===== config.mk =====
export PLATFORM = sky130hd
export DESIGN_NAME = tas_serial_tx
export DESIGN_NICKNAME = d
export VERILOG_FILES = /design/src/rtl/tas_serial_tx.sv
export SDC_FILE = /design/constraint.sdc
export NUM_CORES = 1
export LEC_CHECK = 0
export BUFFER_PORTS_ARGS = -buffer_cell sky130_fd_sc_hd__buf_2
export CAP_MARGIN = 20
export CORE_ASPECT_RATIO = 1.1
export CORE_UTILIZATION = 45
export CTS_CLUSTER_DIAMETER = 100
export DETAILED_ROUTE_END_ITERATION = 16
export HOLD_SLACK_MARGIN = 0.08
export PLACE_DENSITY = 0.72
export SLEW_MARGIN = 40
export SYNTH_ARGS = -nofsm -noshare
export SYNTH_HDL_FRONTEND = slang
export SYNTH_SLANG_ARGS = --single-unit

===== constraint.sdc =====
create_clock -name clk_50 -period 2.1 [get_ports clk_50]
set_clock_uncertainty 0.15 [all_clocks]
set_input_delay 0.105 -clock clk_50 [delete_from_list [all_inputs] [get_ports clk_50]]
set_output_delay 0.105 -clock clk_50 [all_outputs]
set_load 0.005 [all_outputs]

===== src/rtl/tas_serial_tx.sv =====
// tas_serial_tx: serialises a header byte plus four temperature bytes,
// LSB first, with a data_ena qualifier, fixed gaps between bytes and a
// fixed idle time after each packet.
module tas_serial_tx #(
  parameter int GAP_CYCLES = 2,  // data_ena-low cycles between bytes (1..15)
  parameter int PKT_GAP    = 4   // idle cycles after the last byte (1..15)
) (
  input  logic        clk_50,
  input  logic        reset,
  input  logic        tx_valid,
  input  logic [31:0] tx_temp,
  input  logic        tx_hdr_sel,
  output logic        tx_ready,
  output logic        serial_data,
  output logic        data_ena,
  output logic        subst,
  output logic [15:0] pkt_cnt
);

  typedef enum logic [1:0] {IDLE, SHIFT, GAP, PKT_WAIT} state_t;

  localparam logic [7:0] HDR_A    = 8'hA5;
  localparam logic [7:0] HDR_C    = 8'hC3;
  localparam logic [3:0] GAP_LAST  = 4'(GAP_CYCLES - 1);
  localparam logic [3:0] WAIT_LAST = 4'(PKT_GAP - 1);

  state_t      state_reg, state_next;
  logic [39:0] pkt_reg;       // {byte3, byte2, byte1, byte0, header}
  logic [2:0]  bit_cnt_reg;
  logic [2:0]  byte_idx_reg;  // 0 = header, 4 = byte3
  logic [3:0]  gap_cnt_reg;   // shared by GAP and PKT_WAIT
  logic        subst_reg;
  logic [15:0] pkt_cnt_reg;

  logic        accept;
  logic [5:0]  bit_pos;
  logic [7:0]  hdr_byte;
  logic [7:0]  clean_byte [4];
  logic [3:0]  byte_hit;

  // Header values must never appear inside the payload, so nudge them down by one.
  generate
    for (genvar gi = 0; gi < 4; gi++) begin : g_clean
      logic [7:0] raw;
      assign raw            = tx_temp[gi*8 +: 8];
      assign byte_hit[gi]   = (raw == HDR_A) || (raw == HDR_C);
      assign clean_byte[gi] = (raw == HDR_A) ? 8'hA4 :
                              (raw == HDR_C) ? 8'hC2 : raw;
    end
  endgenerate

  assign accept   = (state_reg == IDLE) && tx_valid;
  assign hdr_byte = tx_hdr_sel ? HDR_C : HDR_A;
  assign bit_pos  = {byte_idx_reg, bit_cnt_reg};  // byte*8 + bit

  // Next-state decode and Moore outputs.
  always_comb begin
    state_next  = state_reg;
    tx_ready    = 1'b0;
    data_ena    = 1'b0;
    serial_data = 1'b0;
    case (state_reg)
      IDLE: begin
        tx_ready = 1'b1;
        if (tx_valid) state_next = SHIFT;
      end
      SHIFT: begin
        data_ena    = 1'b1;
        serial_data = pkt_reg[bit_pos];
        if (bit_cnt_reg == 3'd7)
          state_next = (byte_idx_reg == 3'd4) ? PKT_WAIT : GAP;
      end
      GAP: begin
        if (gap_cnt_reg == GAP_LAST) state_next = SHIFT;
      end
      PKT_WAIT: begin
        if (gap_cnt_reg == WAIT_LAST) state_next = IDLE;
      end
      default: state_next = IDLE;
    endcase
  end

  assign subst   = subst_reg;
  assign pkt_cnt = pkt_cnt_reg;

  // State register plus packet capture, bit/byte/gap counters and packet counter.
  always_ff @(posedge clk_50) begin
    if (reset) begin
      state_reg    <= IDLE;
      pkt_reg      <= '0;
      bit_cnt_reg  <= '0;
      byte_idx_reg <= '0;
      gap_cnt_reg  <= '0;
      subst_reg    <= 1'b0;
      pkt_cnt_reg  <= '0;
    end else begin
      state_reg <= state_next;
      subst_reg <= accept && (|byte_hit);
      case (state_reg)
        IDLE: begin
          if (accept) begin
            pkt_reg      <= {clean_byte[3], clean_byte[2], clean_byte[1],
                             clean_byte[0], hdr_byte};
            bit_cnt_reg  <= '0;
            byte_idx_reg <= '0;
            gap_cnt_reg  <= '0;
          end
        end
        SHIFT: begin
          bit_cnt_reg <= bit_cnt_reg + 3'd1;
          gap_cnt_reg <= '0;
          if (bit_cnt_reg == 3'd7) byte_idx_reg <= byte_idx_reg + 3'd1;
        end
        GAP: begin
          gap_cnt_reg <= gap_cnt_reg + 4'd1;
        end
        PKT_WAIT: begin
          gap_cnt_reg <= gap_cnt_reg + 4'd1;
          if (gap_cnt_reg == WAIT_LAST) pkt_cnt_reg <= pkt_cnt_reg + 16'd1;
        end
        default: ;
      endcase
    end
  end

endmodule


==> impl_metrics.json <==
{
  "status": "finished with violations",
  "violations": "setup timing",
  "syn_to_final_growth_pct": 36.8,
  "critPathLaunchType": "flip-flop",
  "rows": 31,
  "start_util_pct": 47.4,
  "critPathKind": "flip-flop to output port",
  "vias_per_cell": 5.45,
  "synth_edf_count": 0,
  "yosys_most_used_dff": "dfxtp_1",
  "path_clk_slew_ns": 0.07,
  "die_h_microns": 89.9,
  "dieArea_sq_mm": 0.00737,
  "yosysUniqueCellTypes": 53,
  "endpoint_kind": "output port",
  "clock_sinks": 64,
  "die_x_microns": 81.9,
  "async_reset_ff_share_pct": 0,
  "drive_gt1_share_pct": 23.1,
  "finalWirelength_microns": 7940,
  "grt_pass1_vias": 3052,
  "grt_overflow_total": 0,
  "power_mw": 2.80,
  "drtPass1Iterations": 4,
  "ys_ff_latch": 64,
  "tightest_slew_ns": 0.461,
  "drt_iter0_markers": 163,
  "critPathMaxFanout": 4,
  "portBuffers": 55,
  "seq_area_frac_synth_pct": 40.5,
  "yosysMostFrequentCell": "nand2_1",
  "fin_crit_ns": 2.20,
  "num_vias": 3083,
  "syn_inst": 370,
  "antenna_found_initial": 0,
  "p_per_area_mw_per_mm2": 648,
  "gp_congestion": 0.813,
  "finalSetupTns_ns": -0.104,
  "final_nets": 523,
  "slew_viol_final": 0,
  "fillerInstances": 560,
  "synthesis.area_sq_mm": 0.00316,
  "hold_viol": 0,
  "clk_latency_ns": 0.35,
  "grt_usage_pct": 23.8,
  "p_leak_nw": 1.74,
  "drv_cap": 0,
  "coreArea_sq_mm": 0.00667,
  "avgSynthCellArea_sq_um": 8.55,
  "cts_tree": "yes",
  "peakVddDrop_mv": 0.479,
  "largest_reg_flops": 35,
  "yosys.area.top_type": "dfxtp_1",
  "setup_ws_ns": -0.104,
  "diodes": 0,
  "ant_nets": 0,
  "max_freq_ghz": 0.454,
  "numCtsBuffers": 9,
  "synth_area_leaders": "dfxtp_1 41%, nand2_1 9.3%, a21oi_1 8.4%",
  "whs_ns": 0.307,
  "rsz0062_at_grt": "true",
  "grt_pass1_wl_microns": 13500,
  "finalCritPeriodShare_pct": 105,
  "io-pin-count": 56,
  "setup_viol": 1,
  "holdCritPathClass": "flip-flop to flip-flop",
  "arrival_ns": 1.95,
  "post_drt_wl_per_cell_microns": 14.0,
  "max_slew_margin_pct": 69.2,
  "ys_top_cells_by_count": "78 x nand2_1, 64 x dfxtp_1, 53 x a21oi_1, 24 x nor2_1",
  "clockBufferDepth": 2,
  "synth_top_area_share_pct": 40.5,
  "hpwl_microns": 4960,
  "ys_warn_count": 0,
  "drc": 0,
  "critPathRequiredTime_ns": 1.85,
  "cts_htree_levels": 3,
  "grt_max_degree": 39,
  "syn_nets": 413,
  "cts-root-buf": "clkbuf_8"
}
report_power, final:
group | internal, mW | total, mW | switching [mW] | leakage [nW]
combinational | 0.181 | 0.335 | 0.154 | 1.10
clock | 0.725 | 1.18 | 0.457 | 0.112
sequential | 1.26 | 1.29 | 0.0294 | 0.523
total | 2.16 | 2.80 | 0.641 | 1.74
cells by family after synthesis:
family | after synthesis | synth area share, %
buffers and inverters | 31 | 5.18
and+or+nand+nor | 163 | 26.5
DFF | 64 | 40.5
xor gates and xnor gates | 10 | 2.77
AOI/OAI and AO/OA | 82 | 15.5
muxes | 13 | 6.80
adders and majority gates | 7 | 2.77
cell type report:
class                      count  area, sq um  share of cell area (%)
inverter                       6         22.5                   0.521
clock buffer                  12          155                    3.59
timing repair buffer         124          943                    21.8
tap                           82          103                    2.37
multi-input combinational    275         1750                    40.5
sequential                    64         1290                    29.7
clock inverter                 3         65.1                    1.50
final timing paths:
kind | cells after the start | from | slack [ns] | endpoint
min | 2 | pkt_reg[23] | 0.31 | pkt_reg[23]
max | 7 | bit_cnt_reg[1] | -0.10 | serial_data
min reg2reg | 2 | pkt_reg[23] | 0.31 | pkt_reg[23]
max reg2reg | 6 | state_reg[1] | 0.11 | pkt_reg[10]
cell usage in the layout, fill, tap and decap left out, types with 6 or more instances in the layout:
master,netlist,routed
buf_4,2,18
nand4_1,6,6
a21oi_1,53,53
nand2_1,78,77
dlygate4sd3_1,0,47
buf_2,5,55
clkbuf_8,1,11
nor4bb_1,8,8
dfxtp_1,64,62
ha_1,7,7
nor2_1,24,24
nand3_1,11,11
xor2_1,7,7
or3_1,6,6
o21ai_0,7,7
what timing repair did:
action	in CTS	in global routing
hold buffers	47	0
gates resized for setup	16	3
endpoints found under the hold margin	40	0
pin swaps	3	4
setup buffers	5	0
endpoints found under the setup margin	1	8
routing by layer:
metal	up-vias	global-route usage [%]	part of all wire [%]
met5	-	0	0
met4	0	9.65	2.4
met3	16	7.01	4.4
met2	86	38.9	50
met1	1443	28.4	43
li1	1538	-	-
stage by stage:
stage	area, sq um	std cells	setup WS (ns)	utilization (%)
2_1_floorplan	3160	370	0.253	-
3_3_place_gp	3560	499	0.0858	53.3
3_5_place_dp	3560	499	0.0458	53.3
4_1_cts	4320	566	-0.143	64.8
5_1_grt	4330	566	-0.190	64.9
6_report	4330	566	-0.104	64.9
critical path: stages (launching register included):
cell       delay, ns
dfxtp_2         0.36
buf_6           0.12
buf_4           0.12
mux2_2          0.34
a211oi_2        0.22
o311a_1         0.24
a2111oi_4       0.07
buf_2           0.14
Note: power is estimated with default switching activity, not from simulation.
